File: config.mk
export PLATFORM = sky130hd
export DESIGN_NAME = imm_gen_pipe
export DESIGN_NICKNAME = d
export VERILOG_FILES = /design/src/rtl/imm_gen_pipe.sv
export SDC_FILE = /design/constraint.sdc
export NUM_CORES = 1
export LEC_CHECK = 0
export CAP_MARGIN = 15
export CORE_MARGIN = 2
export CORE_UTILIZATION = 25
export DETAILED_ROUTE_END_ITERATION = 10
export GPL_TIMING_DRIVEN = 0
export SLEW_MARGIN = 20
export SYNTH_ARGS = -nofsm -noshare
export SYNTH_HDL_FRONTEND = slang
export SYNTH_SLANG_ARGS = --single-unit
File: constraint.sdc
create_clock -name clk -period 2 [get_ports clk]
set_input_delay 0.4 -clock clk [delete_from_list [all_inputs] [get_ports clk]]
set_output_delay 0.4 -clock clk [all_outputs]
set_load 0.02 [all_outputs]
File: src/rtl/imm_gen_pipe.sv
// imm_gen_pipe: one-stage registered immediate generator sitting between
// fetch and execute. The opcode is decoded and the sign-extended immediate is
// produced combinationally, then held in an output register. A skid register
// behind it keeps full throughput when the consumer applies backpressure.
module imm_gen_pipe #(
  parameter int XLEN    = 32,
  parameter bit ZIMM_EN = 1'b1
) (
  input  logic            clk,
  input  logic            rst,
  input  logic            flush,
  input  logic            in_valid,
  output logic            in_ready,
  input  logic [31:0]     instruction,
  output logic            out_valid,
  input  logic            out_ready,
  output logic [XLEN-1:0] imm,
  output logic [2:0]      fmt,
  output logic            illegal
);

  // Format codes reported on fmt
  localparam logic [2:0] FMT_R    = 3'd0;
  localparam logic [2:0] FMT_I    = 3'd1;
  localparam logic [2:0] FMT_S    = 3'd2;
  localparam logic [2:0] FMT_B    = 3'd3;
  localparam logic [2:0] FMT_U    = 3'd4;
  localparam logic [2:0] FMT_J    = 3'd5;
  localparam logic [2:0] FMT_Z    = 3'd6;
  localparam logic [2:0] FMT_NONE = 3'd7;

  // The W-suffixed opcodes only exist on a 64-bit datapath
  localparam bit RV64 = (XLEN == 64);

  logic [6:0]      w_opcode;
  logic [63:0]     w_imm64;
  logic [XLEN-1:0] w_imm;
  logic [2:0]      w_fmt;
  logic            w_illegal;
  logic            w_accept;
  logic            w_outFree;

  logic            r_outValid;
  logic [XLEN-1:0] r_outImm;
  logic [2:0]      r_outFmt;
  logic            r_outIllegal;
  logic            r_skidValid;
  logic [XLEN-1:0] r_skidImm;
  logic [2:0]      r_skidFmt;
  logic            r_skidIllegal;

  assign w_opcode = instruction[6:0];

  // Decode the opcode and build the immediate at 64 bits; narrower datapaths
  // simply keep the low XLEN bits, which are already correctly sign-extended.
  always_comb begin
    w_imm64   = '0;
    w_fmt     = FMT_NONE;
    w_illegal = 1'b0;
    case (w_opcode)
      7'b0010011, 7'b0000011, 7'b1100111, 7'b0001111: begin
        w_imm64 = {{52{instruction[31]}}, instruction[31:20]};
        w_fmt   = FMT_I;
      end
      7'b1110011: begin
        if (ZIMM_EN && instruction[14]) begin
          w_imm64 = {59'b0, instruction[19:15]};
          w_fmt   = FMT_Z;
        end else begin
          w_imm64 = {{52{instruction[31]}}, instruction[31:20]};
          w_fmt   = FMT_I;
        end
      end
      7'b0011011: begin
        if (RV64) begin
          w_imm64 = {{52{instruction[31]}}, instruction[31:20]};
          w_fmt   = FMT_I;
        end else begin
          w_illegal = 1'b1;
        end
      end
      7'b0100011: begin
        w_imm64 = {{52{instruction[31]}}, instruction[31:25], instruction[11:7]};
        w_fmt   = FMT_S;
      end
      7'b1100011: begin
        w_imm64 = {{51{instruction[31]}}, instruction[31], instruction[7],
                   instruction[30:25], instruction[11:8], 1'b0};
        w_fmt   = FMT_B;
      end
      7'b1101111: begin
        w_imm64 = {{43{instruction[31]}}, instruction[31], instruction[19:12],
                   instruction[20], instruction[30:21], 1'b0};
        w_fmt   = FMT_J;
      end
      7'b0110111, 7'b0010111: begin
        w_imm64 = {{32{instruction[31]}}, instruction[31:12], 12'b0};
        w_fmt   = FMT_U;
      end
      7'b0110011: begin
        w_fmt = FMT_R;
      end
      7'b0111011: begin
        if (RV64) begin
          w_fmt = FMT_R;
        end else begin
          w_illegal = 1'b1;
        end
      end
      default: begin
        w_illegal = 1'b1;
      end
    endcase
  end

  assign w_imm = w_imm64[XLEN-1:0];

  // The stage accepts whenever the skid slot is empty; the output register
  // is free to load when it is empty or being consumed this cycle.
  assign w_accept  = in_valid && !r_skidValid;
  assign w_outFree = !r_outValid || out_ready;

  // Output and skid registers: skid always drains first to preserve order,
  // a held output diverts the accepted word into skid, flush/reset wipe both.
  always_ff @(posedge clk) begin
    if (rst || flush) begin
      r_outValid    <= 1'b0;
      r_outImm      <= '0;
      r_outFmt      <= FMT_NONE;
      r_outIllegal  <= 1'b0;
      r_skidValid   <= 1'b0;
      r_skidImm     <= '0;
      r_skidFmt     <= FMT_NONE;
      r_skidIllegal <= 1'b0;
    end else if (w_outFree) begin
      if (r_skidValid) begin
        r_outValid   <= 1'b1;
        r_outImm     <= r_skidImm;
        r_outFmt     <= r_skidFmt;
        r_outIllegal <= r_skidIllegal;
        r_skidValid  <= 1'b0;
      end else if (w_accept) begin
        r_outValid   <= 1'b1;
        r_outImm     <= w_imm;
        r_outFmt     <= w_fmt;
        r_outIllegal <= w_illegal;
      end else begin
        r_outValid   <= 1'b0;
      end
    end else if (w_accept) begin
      r_skidValid   <= 1'b1;
      r_skidImm     <= w_imm;
      r_skidFmt     <= w_fmt;
      r_skidIllegal <= w_illegal;
    end
  end

  assign in_ready  = !r_skidValid;
  assign out_valid = r_outValid;
  assign imm       = r_outImm;
  assign fmt       = r_outFmt;
  assign illegal   = r_outIllegal;

endmodule

# Word-level counts from Yosys, hierarchy flattened
# Index checks and enable logic that the tools add are counted.
[classes] shift=0 order_cmp=0 div=0 eq_ne=11 addsub=0 multipliers=0 mux=13 bitwise=1 n_reduce_logical=12
[op_table] cell="32-bit case mux with 6 select lines" count=1
[op_table] cell="32-bit 2-to-1 mux" count=3
[op_table] cell="7-bit equality test (second input constant)" count=4
[op_table] cell="7-bit by 6-bit equality test with 1-bit output (second input constant)" count=3
[op_table] cell="3-bit case mux with 7 select lines" count=1
[op_table] cell="7-bit by 5-bit equality test with 1-bit output (second input constant)" count=2
[op_table] cell="11-bit OR reduction" count=1
[op_table] cell="3-bit 2-to-1 mux" count=3
[op_table] cell="7-bit by 2-bit equality test with 1-bit output (second input constant)" count=1
[op_table] cell="7-bit by 4-bit equality test with 1-bit output (second input constant)" count=1
[op_table] cell="1-bit 2-to-1 mux" count=5
[op_table] cell="2-bit AND reduction" count=2
[op_table] cell="2-bit OR reduction" count=2
[op_table] cell="4-bit OR reduction" count=1
[op_table] cell="1-bit zero test" count=2
[op_table] cell="1-bit logical OR" count=2
[op_table] cell="2-bit nonzero test" count=1
[op_table] cell="1-bit logical AND" count=1
[op_table] cell="1-bit inverter" count=1
[totals] in_bits=37 register_bits=74 mem_bits_ro=0 output_inout_bits=38 latch_bits=0 elab_cells=45 ramBits=0 memories=0

# Depth between registers and ports, before layout
[logic_depth] word_depth=5 ltp_mapped=7 depth_no_buf=5

# Worst setup path after synthesis
# OpenSTA, ideal clock, no wires.
[synth_timing] path_type="input-to-reg" from="in flush" to="reg r_outImm[21] (netlist: imm[21])" path_stages=6 path_slack_ps=226 required_ps=1944 setup_time_ps=56 t_arrival_ps=1718 path_buffers=2 cell_sequence="or2_1 clkbuf_1 or3_4 nor3_1 buf_2 a211o_2"
[synth_via] elab_chain_cells=1
[synth_lines] element="from (decl)" line_no="11" source="input logic flush,"
[synth_lines] element="1-bit logical OR" line_no="126" source="if (rst || flush) begin"
[synth_lines] element="to (signal assigned)" line_no="138" source="r_outImm <= r_skidImm;"
[synth_lines] element="to (signal assigned)" line_no="144" source="r_outImm <= w_imm;"
[synth_lines] element="to (decl)" line_no="44" source="logic [XLEN-1:0] r_outImm;"
# No other way between the ends.
# A chain may end at the register's enable or synchronous reset.

# Final worst setup path
[layout_timing] from="in out_ready" to="reg r_outImm[26] (netlist: imm[26])"
[layout_via] elab_chain_cells=2
[layout_lines] element="from (decl)" line_no="16" source="input logic out_ready,"
[layout_lines] element="1-bit logical OR" line_no="121" source="assign w_outFree = !r_outValid || out_ready;"
[layout_lines] element="2-bit AND reduction (no line)"
# No other way between the ends.

==> results.md <==
* Status: finished, final reports clean
* Number of global-route vias before repair at about 3300
* GRT overflow at 0
* Maximum VDD drop at 0.289 mV
* Die width at 120 µm
* Final period utilization at between 90% and 100%
* Starting Density at between 20% and 30%
* CTS Root Cell: clkbuf_16
* Slew Viols, Final at 0
* Area delta synth->final at 40.6%
* I/O pins at 75
* Biggest area consumer among synthesized cells: dfxtp_1
* Worst Path Arrival at between 2000 and 2500 ps
* Vias/cell at around 5.2
* YS warnings at 0
* Crit Reg-Reg Endpoint: imm[26]
* Clk slew on worst S/H paths at 60 ps
* CP Launch Point: out_ready
* Syn Inst Count at roughly 410
* H-tree level count at 3
* R2R Path Start: out_valid
* Final net count at roughly 530
* Leakage at around 1.7 nW
* MaxCap Viol Count at 0
* CTS tree: yes
* DRC violations left at 0
* Crit start category: input pin
* Clock buffer depth at 2
* Finished Cell Area at between 4000 and 5000 µm²
* Port buffer count at between 70 and 80
* Top cell type's share of synthesized area at 43.7%
* EDFF count, synth at 0
* Minimum clock period at about 1900 ps
* RSZ-0062 raised after global routing: no
* HP Start: imm[19]
* Worst hold endpoint: imm[19]
* Placeable Area at around 13000 µm²
* Post-Layout Cell Count at roughly 680
* Diode count at 0
* Worst R2R Setup Slack at between 200 and 250 ps
* Initial antenna violation count at 0
* Antenna Nets Post-Route at 0
* Area contributors post-synth: dfxtp_1, o21ai_0, a21oi_1, nand2_1, a211o_2
* Initial drt markers at 196
* Placed cell area at 4350 µm²
* Max frequency at roughly 0.52 GHz
* Final setup viols at 0
* CTS buffer count at 9
* Post-synthesis async set-or-reset flop share at 0%
* Worst rel slew slack at approximately two thirds
* FF+latch count, synth at 74
* Pwr Total at approximately 3.6 mW
* Via count at about 3500
* Hold/Removal Path Class: reg2reg
* Fraction of layout cells with a size suffix above 1 at approximately 14%
* Post-synthesis sequential area ratio at a little over two fifths
* Syn_nets at 450
* Worst R2R Path Depth at 6
* Clock Sink Count at 74
* RD Place Congestion at 0.836
* Largest net degree at the start of global routing at 13
* Syn Std Cell Area at between 3000 and 4000 µm²
* Pin slew with the least headroom to its limit at 520 ps
* Die area at ~14000 µm²
* First-pass GRT wire length at 17700 µm
* Worst Clk Skew at 3.91 ps
* Cell Pwr Density at approximately 750 nW/µm²
* WHS Path Cells at 2
* Die span in y at roughly 120 µm
* Crit path kind: in2reg
* WL/cell at roughly 17 µm
* GRT Overall Usage at around 16%
* Placed Cells incl. Taps at 663
* Final hold vios at 0
* Clk Latency, worst-skew pair at roughly 330 ps
* Setup TNS at 0 ps
* Crit-path max FO at 10
* Std cell rows at 42
* CTS Hold Bufs at 0
* Synthesized area per cell at around 8 µm²
* CP required at between 2000 and 2500 ps
* HPWL after DPL at between 8000 and 9000 µm
* CP Capture Type: register
* Top_reg_cell synth: dfxtp_1
* Pre-antenna DRT Iters at 4
* Count of different cell masters after synthesis at 51
* Total Routed Length at approximately 11000 µm
routing by layer:
metal | global-route usage (%) | up-vias | part of all wire [%]
li1 | - | 1681 | -
met1 | 20.7 | 1669 | 47
met2 | 25.0 | 134 | 46
met3 | 3.44 | 20 | 5.6
met4 | 4.87 | 0 | 1.9
met5 | 0 | - | 0
power by group:
group          leakage, nW  switching [mW]  internal [mW]  total, mW
registers            0.597         0.00693           1.49       1.49
clock network        0.163           0.619           1.16       1.78
logic                0.941           0.179          0.129      0.308
total                 1.70           0.805           2.78       3.58
stage by stage:
step | util [%] | hold slack (ps) | worst slack (ps)
after floorplan | - | 425 | 226
after global placement | 32.8 | 441 | -585
after detailed placement | 32.8 | 444 | -609
after CTS | 35.7 | 459 | 1.91
after global routing | 36.0 | 489 | 0.479
final | 36.0 | 460 | 65.1
registers in the layout, indices dropped and copies added (netlist names):
signal,count
r_skidIllegal,1
out_valid,1
illegal,1
r_skidImm,32
r_skidValid,1
imm,32
r_skidFmt,3
fmt,3
worst max-delay path by stage:
stage	endpoint	slack [ps]	cells after the start
2_1_floorplan	imm[21]	230	6
3_3_place_gp	imm[19]	-580	7
3_5_place_dp	imm[16]	-610	7
4_1_cts	imm[6]	2	6
5_1_grt	imm[0]	0.5	7
6_report	imm[26]	70	7
worst max-delay path, cell delays in order:
cell             delay, ps
clkdlybuf4s50_1        510
nor2b_1                 60
buf_2                  190
or3_4                  440
nor4_4                 300
buf_6                  200
a211o_2                110
Yosys cell counts, types with 2 or more instances:
cell type / n
or3_1: 4
dfxtp_1: 74
nand3_1: 16
inv_1: 7
nor2b_1: 4
clkbuf_1: 26
a22oi_1: 11
a22o_1: 6
nor3_1: 6
a211o_2: 10
or2_1: 2
and3_1: 8
a21oi_1: 44
o211ai_1: 6
nor4_1: 2
and4b_1: 2
o21a_1: 3
nand3b_1: 2
nor2_1: 18
buf_2: 5
nand2b_1: 3
a31oi_1: 8
o32a_1: 2
a221o_1: 6
o21ai_0: 64
nand2_1: 46
a221oi_1: 2
a211o_1: 3
repair_timing:
item / CTS / global route
resized for setup: 22 / 37
pin swaps: 1 / 3
setup endpoints to repair: 64 / 68
buffers inserted: 1 / 0
cell families after synthesis:
kind of cell	Yosys count	share of synthesized area (%)
AO/OA/AOI/OAI	172	31.8
buffers and inverters	41	5.06
flip-flops	74	43.7
AND/OR/NAND/NOR	126	19.4
cells in the final DEF (no fill, tap or decap), drive strengths merged, types with 4 or more instances in the layout:
master and n:
nand3 16, nor3 7, a21oi 44, o21ai 65
o211ai 7, buf 14, a22o 6, nor2b 4
a31oi 8, a211o 13, and3 9, a22oi 11
a221o 6, nor2 18, or3 5, nand2 46
clkbuf 34, clkdlybuf4s50 69, dfxtp 74, inv 6
layout make-up:
cell class / count / area (µm²)
sequential: 74 / 1480
inverter: 7 / 30.0
clock buffer: 12 / 256
fill: 1407 / 8480
multi-input combinational: 298 / 1800
clock inverter: 4 / 73.8
tap: 176 / 220
buffer: 32 / 170
timing repair buffer: 75 / 734
(Power assumes the default switching activity.)
